===== config.mk =====
export PLATFORM = sky130hd
export DESIGN_NAME = dac_modulator
export DESIGN_NICKNAME = d
export VERILOG_FILES = /design/src/rtl/dac_pkg.sv /design/src/rtl/sample_fifo.sv /design/src/rtl/dac_modulator.sv
export SDC_FILE = /design/constraint.sdc
export NUM_CORES = 1
export LEC_CHECK = 0
export CAP_MARGIN = 10
export CORE_MARGIN = 2
export CORE_UTILIZATION = 39
export CTS_CLUSTER_SIZE = 10
export DETAILED_ROUTE_END_ITERATION = 7
export PLACE_DENSITY = 0.55
export SLEW_MARGIN = 20
export SYNTH_ARGS = -nofsm -noshare
export SYNTH_HDL_FRONTEND = slang
export SYNTH_HIERARCHICAL = 1
export SYNTH_SLANG_ARGS = --single-unit
export TNS_END_PERCENT = 1

===== constraint.sdc =====
create_clock -name clk -period 4.45 [get_ports clk]
set_input_delay 1.1125 -clock clk [delete_from_list [all_inputs] [get_ports clk]]
set_output_delay 1.1125 -clock clk [all_outputs]
set_load 0.02 [all_outputs]

===== src/rtl/dac_pkg.sv =====
// Shared types and defaults for the 1-bit DAC output stage.
package dac_pkg;

   typedef enum logic {
      MODE_PWM = 1'b0,
      MODE_DSM = 1'b1
   } dac_mode_t;

   localparam int unsigned DAC_WIDTH = 10;

endpackage


===== src/rtl/sample_fifo.sv =====
// Synchronous sample FIFO; pointers carry an extra wrap bit to tell full from empty.
module sample_fifo #(
   parameter int unsigned WIDTH = 10,
   parameter int unsigned DEPTH = 4
) (
   input  logic             clk,
   input  logic             rst_n,
   input  logic             push,
   input  logic [WIDTH-1:0] push_data,
   input  logic             pop,
   output logic [WIDTH-1:0] head,
   output logic             full,
   output logic             empty
);

   localparam int unsigned AW = $clog2(DEPTH);

   logic [AW:0]      wr_ptr;
   logic [AW:0]      rd_ptr;
   logic [WIDTH-1:0] mem [DEPTH];

   always_ff @(posedge clk or negedge rst_n) begin
      if (!rst_n) begin
         wr_ptr <= '0;
         rd_ptr <= '0;
      end else begin
         if (push && !full) wr_ptr <= wr_ptr + (AW+1)'(1);
         if (pop && !empty) rd_ptr <= rd_ptr + (AW+1)'(1);
      end
   end

   // Storage needs no reset: only entries between the pointers are ever read.
   always_ff @(posedge clk) begin
      if (push && !full) mem[wr_ptr[AW-1:0]] <= push_data;
   end

   assign empty = (wr_ptr == rd_ptr);
   assign full  = (wr_ptr[AW] != rd_ptr[AW]) && (wr_ptr[AW-1:0] == rd_ptr[AW-1:0]);
   assign head  = mem[rd_ptr[AW-1:0]];

endmodule


===== src/rtl/dac_modulator.sv =====
// Single-pin DAC stage: buffers upstream samples and renders the active one as
// PWM or first-order delta-sigma, popping one sample per 2^WIDTH cycles.
module dac_modulator
   import dac_pkg::*;
#(
   parameter int unsigned WIDTH      = DAC_WIDTH,
   parameter int unsigned FIFO_DEPTH = 4
) (
   input  logic             clk,
   input  logic             rst_n,
   input  logic [WIDTH-1:0] s_data,
   input  logic             s_valid,
   output logic             s_ready,
   input  logic             enable,
   input  logic             mode,
   input  logic             clear_underrun,
   output logic             dac_out,
   output logic             period_start,
   output logic             underrun
);

   typedef enum logic {
      ST_IDLE = 1'b0,
      ST_RUN  = 1'b1
   } state_t;

   state_t           state_q, state_d;
   logic [WIDTH-1:0] cnt_q, cnt_d;
   logic [WIDTH-1:0] active_q, active_d;
   logic [WIDTH-1:0] acc_q, acc_d;
   dac_mode_t        mode_q, mode_d;
   logic             dac_d;
   logic             underrun_d;
   logic             boundary_c;
   logic             pop_c;
   logic             push_c;
   logic [WIDTH:0]   sum_c;
   logic [WIDTH-1:0] head_c;
   logic             full_c;
   logic             empty_c;

   assign push_c  = s_valid && !full_c;
   assign s_ready = !full_c;

   sample_fifo #(
      .WIDTH (WIDTH),
      .DEPTH (FIFO_DEPTH)
   ) u_fifo (
      .clk       (clk),
      .rst_n     (rst_n),
      .push      (push_c),
      .push_data (s_data),
      .pop       (pop_c),
      .head      (head_c),
      .full      (full_c),
      .empty     (empty_c)
   );

   always_ff @(posedge clk or negedge rst_n) begin
      if (!rst_n) state_q <= ST_IDLE;
      else        state_q <= state_d;
   end

   // Next state plus the values the output flop must show in the coming cycle.
   always_comb begin
      state_d    = enable ? ST_RUN : ST_IDLE;
      boundary_c = 1'b0;
      cnt_d      = '0;
      active_d   = active_q;
      acc_d      = acc_q;
      mode_d     = mode_q;
      dac_d      = 1'b0;
      sum_c      = '0;
      underrun_d = underrun_q_hold();

      if (enable) begin
         boundary_c = (state_q == ST_IDLE) || (cnt_q == '1);
      end
      pop_c = boundary_c && !empty_c;

      if (clear_underrun)         underrun_d = 1'b0;
      if (boundary_c && empty_c)  underrun_d = 1'b1;

      if (state_d == ST_RUN) begin
         if (boundary_c) begin
            cnt_d  = '0;
            mode_d = dac_mode_t'(mode);
            if (!empty_c) active_d = head_c;
         end else begin
            cnt_d = cnt_q + WIDTH'(1);
         end
         // The accumulator advances on the edge into each run cycle so the carry is flop-ready.
         sum_c = {1'b0, acc_q} + {1'b0, active_d};
         if (mode_d == MODE_DSM) begin
            acc_d = sum_c[WIDTH-1:0];
            dac_d = sum_c[WIDTH];
         end else begin
            dac_d = (cnt_d < active_d);
         end
      end
   end

   function automatic logic underrun_q_hold();
      return underrun;
   endfunction

   always_ff @(posedge clk or negedge rst_n) begin
      if (!rst_n) begin
         cnt_q        <= '0;
         active_q     <= '0;
         acc_q        <= '0;
         mode_q       <= MODE_PWM;
         dac_out      <= 1'b0;
         period_start <= 1'b0;
         underrun     <= 1'b0;
      end else begin
         cnt_q        <= cnt_d;
         active_q     <= active_d;
         acc_q        <= acc_d;
         mode_q       <= mode_d;
         dac_out      <= dac_d;
         period_start <= boundary_c;
         underrun     <= underrun_d;
      end
   end

endmodule

# == Word-level counts from Yosys, hierarchy flattened ==
# Memory sizes are Yosys's and may differ from the RTL's.
# Cells that the tools add are included.
# classes
n_addsub,4
multipliers,0
n_div,0
magnitude_cmp,1
eq_ne,4
shift,0
muxes,16
bitwise_logic,1
n_reduce_logical,11
# op_table
cell,count
10-bit two-way mux,6
10-bit by 10-bit adder with 11-bit output,1
"10-bit by 1-bit adder with 10-bit output, second input constant",1
"10-bit equality test, second input constant",1
10-bit less-than comparator,1
1-bit two-way mux,10
"3-bit by 1-bit adder with 3-bit output, second input constant",2
1-bit logical AND,6
3-bit equality test,1
2-bit equality test,1
1-bit zero test,2
2-bit AND reduction,1
2-bit nonzero test,1
1-bit logical OR,1
1-bit != test,1
1-bit NOT,1
# word_totals
regBits,41
latch_bits,0
ramBits,40
mem_bits_ro,0
input_bits,16
out_inout_bits,4
elab_cells,48
mem_count,1
# memory_table
name,words,word_bits,read_ports,rd_clocked_by_memory_dff,wr,line,source
u_fifo.mem,4,10,1,0,1,sample_fifo.sv:20,logic [WIDTH-1:0] mem [DEPTH];

# == Logic depth before layout (Yosys ltp) ==
# Gate-level depths: netlist of run 1.
# depth
ltp_word,8
ltp_mapped,17
ltp_nobuf,15

# == Hierarchy ==
# Netlist of run 1, hierarchy kept.
# by_module_without_submodules
module,instances,cells_per_inst,area_each_um2,seq_area_each_um2
dac_modulator,1,231,2268.4,875.8
sample_fifo,1,101,1908.1,1351.3

# == Least setup slack after synthesis of run 1 ==
# Ideal clock, no wire load.
# synth_timing
path_type,in2reg
startpoint,input enable
endpoint,register acc_q[9]
setup_time_ns,0.095
arrival_ns,3.624
required_time_ns,4.355
setup_slack_ns,0.730
stages,13
n_path_buf,2
cell_sequence,and2b_1 a41oi_4 buf_6 nor2_1 buf_4 mux2_2 ha_1 a21o_1 a21oi_1 o21a_1 nor4_1 o31a_1 o31ai_1
# synth_via
elab_chain_cells,4
word_cells_on_any_way,8
classes_between,add/sub: 1; mux: 6; reduce/logical: 1
# synth_rtl
element,line,source
"start, declared",dac_modulator.sv:14,"input logic enable,"
1-bit two-way mux,dac_modulator.sv:76,if (enable) begin
10-bit two-way mux or 1-bit two-way mux (tied branches),dac_modulator.sv:85,if (boundary_c) begin
10-bit two-way mux or 1-bit two-way mux (tied branches),dac_modulator.sv:84,if (state_d == ST_RUN) begin
10-bit by 10-bit adder with 11-bit output or 2-bit AND reduction (tied branches),n/a,
"end signal, assigned",dac_modulator.sv:111,acc_q <= '0;
"end signal, assigned",dac_modulator.sv:119,acc_q <= acc_d;
"end, declared",dac_modulator.sv:30,"logic [WIDTH-1:0] acc_q, acc_d;"
# Parallel ways exist; a longest one is shown, timed or not. The select of a mux whose other input is x is not followed.
# A chain may end at the register's enable or synchronous reset.

# == Worst setup path after layout of run 1 ==
# layout_timing
startpoint,input enable
endpoint,register acc_q[7]
# The elaborated chain is that of the path after synthesis.

==> run_results.csv, run 1 <==
group,metric,value,unit
worst_hold_path,min_path_type,"reg -> reg",
clocking,cts_resized,0,
final_layout,nNetsFinal,404,
sta,tightest_slew,0.868,ns
global_route,antenna_found_initial,0,
synth,synth_flop_cell,"dfrtp_1",
setup_path,critPathCaptureType,"flip-flop",
setup_path,cp.required,4.66,ns
clocking,cts.sinks,81,
synth,synth_top_area_share,28.8,%
clocking,cts_max_level,3,
sta,fin_setup_tns,0,ns
synth,synthesis.area,4180,um2
setup_path,worstPathArrival,4.17,ns
sta,drv_slew,0,
synth,synth-seq-cells,81,
synth,synth_edf_count,40,
synth,synth.most_common_cell,"dfrtp_1",
die,start_util,40.3,%
die,core_area,10400,um2
sta,hold_viol_final,0,
power,leakagePower,1.96,nW
synth,synth_area_leaders,"edfxtp_1 (29%), dfrtp_1 (25%), ha_1 (6.9%), mux4_2 (5.4%), mux2_2 (3.8%)",
setup_path,crit_start,"enable",
die,num_io_pins,20,
die,rows,37,
detailed_routing,drc,0,
die,die_area,11600,um2
setup_path,critPathMostFrequentCell,"inv_1",
setup_path,path_max_fanout,7,
place,io_buffers,19,
synth,synth_cells,332,
clocking,cts-root-buf,"clkbuf_8",
setup_path,worstPathCellList,"clkdlybuf4s50_1, buf_4, or3b_2, and2_4, a32oi_1, inv_1, ha_1, inv_1, o21a_1, o41ai_1, xnor2_1, o21ai_0",
sta,setup_violations,0,
setup_path,slowest_stage,"or3b_2",
detailed_routing,drt_iter0_markers,116,
die,dieWidth,107,um
clocking,ctsHoldBuffers,0,
synth,synth_area_per_cell,12.6,um2
global_route,track_usage,15.5,%
setup_path,path_class,"in -> reg",
clocking,cts_tree,"yes",
sta,slew_headroom,42.0,%
detailed_routing,num_vias,2617,
sta,skew,0.00690,ns
sta,rsz0062_at_grt,"false",
detailed_routing,vias_per_cell,5.18,
run,cap_violations,0,
setup_path,cp-start-kind,"input pin",
sta,max_freq,0.253,GHz
sta,fin_crit_sh,88.9,%
detailed_routing,ant_nets,0,
die,fp.dieH,107,um
synth,async_flop_share,50.6,%
place,dpl_cell_area,4550,um2
final_layout,nFillCells,988,
final_layout,syn2layout_area_growth,14.9,%
run_status,outcome,"finished clean",
detailed_routing,routedWlPerCell,15.9,um
setup_path,reg2reg_from,"u_fifo/wr_ptr[0]",
global_route,gr-total-overflow,0,
clocking,worstSkewPairLatency,0.34,ns
global_route,grt_max_degree,42,
final_layout,fin_area,4800,um2
global_route,grt_first_pass_wirelength,13700,um
power,p_per_area,676,nW/um2
synth,synth.net_count,372,
clocking,clock_path_buffers,2,
sta,fin_crit,3.96,ns
final_layout,layout-drive-gt1-share,16.5,%
synth,ys.warnings.count,6,
sta,timing.final.ws_setup,0.493,ns
worst_hold_path,min-delay-start,"acc_q[9]",
detailed_routing,routed_wl,8030,um
clocking,path_clk_slew,0.08,ns
setup_path,cp_slowest_stage_delay,0.51,ns
place,pre_cts_slack,0.190,ns
synth,ys_types,53,
final_layout,diodes,0,
place,place_hpwl,5630,um
place,place.gp.congestion,0.758,
power,vdd_drop_max,0.000245,V
clocking,numCtsBuffers,9,
synth,yosysTopAreaCell,"edfxtp_1",
global_route,grt_pass1_vias,2708,
synth,ys_seq_area_share,53.3,%
detailed_routing,dr.pass1.iters,4,
clocking,cts_setup_buffers,0,
synth,yosys-top-cells-count,"dfrtp_1 (41), edfxtp_1 (40), inv_1 (28), ha_1 (23), nand2_1 (18)",
==> flip-flops by register name, summed over array words and instances (netlist names) <==
| register | flops |
|---|---|
| cnt_q | 10 |
| state_q | 1 |
| active_q | 10 |
| acc_q | 10 |
| underrun | 1 |
| u_fifo/wr_ptr | 3 |
| u_fifo/rd_ptr | 3 |
| u_fifo/mem | 40 |
| period_start | 1 |
| mode_q | 1 |
| dac_out | 1 |
==> worst max-delay path: cells and delay by family <==
kind | cells | cell delay, ns
AND/OR/NAND/NOR | 2 | 0.70
buffers and inverters | 4 | 0.83
AO/OA/AOI/OAI | 4 | 1.04
adder cells (fa/ha/maj) | 1 | 0.33
XOR/XNOR | 1 | 0.17
==> area by class of cell <==
| cell class | instances | area [um2] | share of cell area (%) |
|---|---|---|---|
| inverters | 30 | 113 | 2.35 |
| clock buffers | 9 | 124 | 2.58 |
| well taps | 136 | 170 | 3.54 |
| repair buffers | 29 | 280 | 5.84 |
| clock inverters | 7 | 100 | 2.08 |
| flip-flops and latches | 81 | 2230 | 46.4 |
| multi-input cells | 213 | 1790 | 37.2 |
==> power by group <==
| group | internal [mW] | switching, mW |
|---|---|---|
| registers | 1.01 | 0.104 |
| clock network | 0.322 | 0.285 |
| logic | 0.686 | 0.840 |
==> cell usage in the layout, fill, tap and decap left out, drive strengths merged, types with 11 or more instances in the layout <==
cell and n:
nor3 15, mux2 14, nand2 19, buf 11, clkdlybuf4s50 18, edfxtp 40, xnor2 12, xor2 12
nor2 14, dfrtp 41, o21ai 12, inv 31, ha 23
==> through the flow <==
step / instances / power (mW) / hold slack [ns] / util (%)
4_1_cts: 504 / 3.29 / 0.503 / 46.0
5_1_grt: 505 / 3.53 / 0.529 / 46.3
3_5_place_dp: 488 / 2.66 / 0.483 / 43.9
3_3_place_gp: 488 / 2.64 / 0.474 / 43.9
2_1_floorplan: 332 / 2.27 / 0.455 / -
6_report: 505 / 3.25 / 0.495 / 46.3
==> per-layer routing <==
layer / part of all wire [%] / GRT usage, % / up-vias
li1: - / - / 1285
met2: 49 / 25.1 / 43
met4: 1.5 / 5.40 / 0
met3: 3.1 / 3.51 / 9
met1: 47 / 20.3 / 1280
met5: 0 / 0 / -
==> cells by family after synthesis <==
group / after synthesis / synth area share, %
AOI/OAI and AO/OA: 60 / 11.1
xor gates and xnor gates: 24 / 5.21
adders and majority gates: 24 / 7.37
buffers and inverters: 38 / 3.89
DFF: 81 / 53.3
muxes: 24 / 9.17
and+or+nand+nor: 81 / 9.98
==> path summary, 6_finish.rpt <==
path / slack, ns / cells after the start / end
setup / recovery: 0.49 / 12 / acc_q[7]
hold / removal: 0.50 / 2 / acc_q[9]
setup reg to reg: 0.72 / 13 / acc_q[7]
hold reg to reg: 0.50 / 2 / acc_q[9]
max in group asynchronous: 3.16 / 2 / cnt_q[0]
min in group asynchronous: 0.78 / 1 / acc_q[8]
(Power assumes the default switching activity.)
==> run 2: changes to the inputs <==
--- a/config.mk
+++ b/config.mk
@@ -11,7 +11,6 @@
 export CTS_CLUSTER_SIZE = 10
 export DETAILED_ROUTE_END_ITERATION = 7
 export PLACE_DENSITY = 0.55
-export SLEW_MARGIN = 20
 export SYNTH_ARGS = -nofsm -noshare
 export SYNTH_HDL_FRONTEND = slang
 export SYNTH_HIERARCHICAL = 1
==> run_results.csv, run 2 (same netlist as run 1, synthesis figures left out) <==
group,metric,value,unit
run_status,outcome,"finished clean",
setup_path,cp-start-kind,"input pin",
die,dieWidth,107,um
global_route,grt_max_degree,42,
detailed_routing,dr.pass1.iters,4,
run,cap_violations,0,
final_layout,syn2layout_area_growth,14.3,%
global_route,grt_pass1_vias,2708,
sta,fin_hold_ws,0.495,ns
setup_path,path_class,"in -> reg",
sta,fin_setup_tns,0,ns
final_layout,nFillCells,991,
worst_hold_path,min-delay-start,"acc_q[9]",
clocking,worstSkewPairLatency,0.35,ns
die,core_area,10400,um2
detailed_routing,num_vias,2596,
setup_path,critPathMostFrequentCell,"inv_1",
global_route,antenna_found_initial,0,
die,rows,37,
clocking,cts_tree,"yes",
setup_path,rrSetupSlack,0.75,ns
clocking,cts_max_level,3,
setup_path,cp.required,4.67,ns
detailed_routing,routed_wl,8020,um
global_route,gr-total-overflow,0,
detailed_routing,drc,0,
sta,fin_crit,3.93,ns
place,io_buffers,19,
global_route,grt_first_pass_wirelength,13700,um
setup_path,worstPathArrival,4.14,ns
global_route,track_usage,15.5,%
power,vdd_drop_max,0.000244,V
place,dpl_cell_area,4550,um2
clocking,cts-root-buf,"clkbuf_8",
worst_hold_path,min_path_type,"reg -> reg",
sta,setup_violations,0,
detailed_routing,drt_iter0_markers,95,
final_layout,post-route-util,46.0,%
final_layout,nNetsFinal,403,
power,p_per_area,680,nW/um2
clocking,clock_path_buffers,2,
setup_path,reg2reg_to,"acc_q[7]",
clocking,cts_resized,0,
clocking,path_clk_slew,0.08,ns
setup_path,cpLargestDelayFamily,"compound AO/OA/AOI/OAI gates",
place,dp_cells,488,
place,place.gp.congestion,0.758,
setup_path,cp_slowest_stage_delay,0.51,ns
setup_path,cp_num_buf_inv,4,
setup_path,critPathCaptureType,"flip-flop",
sta,drv_slew,0,
setup_path,reg2reg_from,"u_fifo/wr_ptr[0]",
final_layout,mostFrequentLayoutCell,"dfrtp_1",
clocking,cts_setup_buffers,0,
place,pre_cts_slack,0.190,ns
sta,rsz0062_at_grt,"false",
sta,tightest_slew,0.952,ns
detailed_routing,vias_per_cell,5.15,
sta,max_freq,0.255,GHz
detailed_routing,ant_nets,0,
worst_hold_path,whs_path_depth,2,
setup_path,r2r_cells,13,
power,leakagePower,1.94,nW
worst_hold_path,min_to,"acc_q[9]",
setup_path,worstPathCellList,"clkdlybuf4s50_1, buf_4, or3b_2, and2_4, a32oi_1, inv_1, ha_1, inv_1, o21a_1, o41ai_1, xnor2_1, o21ai_0",
setup_path,slowest_stage,"or3b_2",
die,start_util,40.3,%
setup_path,path_max_fanout,7,
clocking,numCtsBuffers,9,
final_layout,diodes,0,
sta,hold_viol_final,0,
clocking,ctsHoldBuffers,0,
die,num_io_pins,20,
clocking,cts.sinks,81,
final_layout,final_cell_mix,"dfrtp_1 (41), edfxtp_1 (40), inv_1 (28)",
final_layout,instances_no_fill,504,
die,fp.dieH,107,um
final_layout,layout-drive-gt1-share,16.3,%
sta,fin_crit_sh,88.3,%
final_layout,fin_area,4770,um2
sta,skew,0.00823,ns
sta,slew_headroom,36.5,%
place,place_hpwl,5630,um
final_layout,largest_register_ffs,40,
sta,timing.final.ws_setup,0.522,ns
die,die_area,11600,um2
detailed_routing,routedWlPerCell,15.9,um
power,total_power,3.24,mW
## run 2: cell types whose count changed in the layout (fill, tap and decap cells not counted), sizes merged
cell and delta:
buf -1
## run 2: worst register-to-register path: cells and delay by family (launching register included)
kind | cells | cell delay, ns
fa+ha+maj | 1 | 0.33
buf+inv | 3 | 0.37
flops | 1 | 0.50
compound gates | 4 | 1.00
xor+xnor | 2 | 0.57
simple gates | 3 | 0.80
## run 2: power breakdown
group	switching [mW]	total, mW	internal [mW]
Clock	0.285	0.608	0.322
Combinational	0.838	1.52	0.684
Sequential	0.105	1.11	1.01
Total	1.23	3.24	2.02
## run 2: worst max-delay path by stage
stage | start | to | cells past startpoint
after floorplan | enable | acc_q[9] | 13
after global placement | enable | acc_q[7] | 12
after detailed placement | enable | acc_q[7] | 12
after CTS | enable | acc_q[7] | 12
after global routing | enable | dac_out | 15
final | enable | acc_q[7] | 12
## run 2: cell type report
type	instances	area (um2)	share of cell area [%]
timing repair buffer	28	253	5.29
inverter	30	113	2.36
tap	136	170	3.56
multi-input combinational	213	1790	37.4
sequential	81	2230	46.7
clock inverter	7	100	2.10
clock buffer	9	124	2.60
## run 2: metal layers
metal | vias up | global-route usage [%] | wire [um] | part of all wire [%]
li1 | 1281 | - | - | -
met1 | 1270 | 20.3 | 3800 | 47
met2 | 36 | 25.1 | 3880 | 48
met3 | 9 | 3.51 | 219 | 2.7
met4 | 0 | 5.40 | 118 | 1.5
met5 | - | 0 | 0 | 0
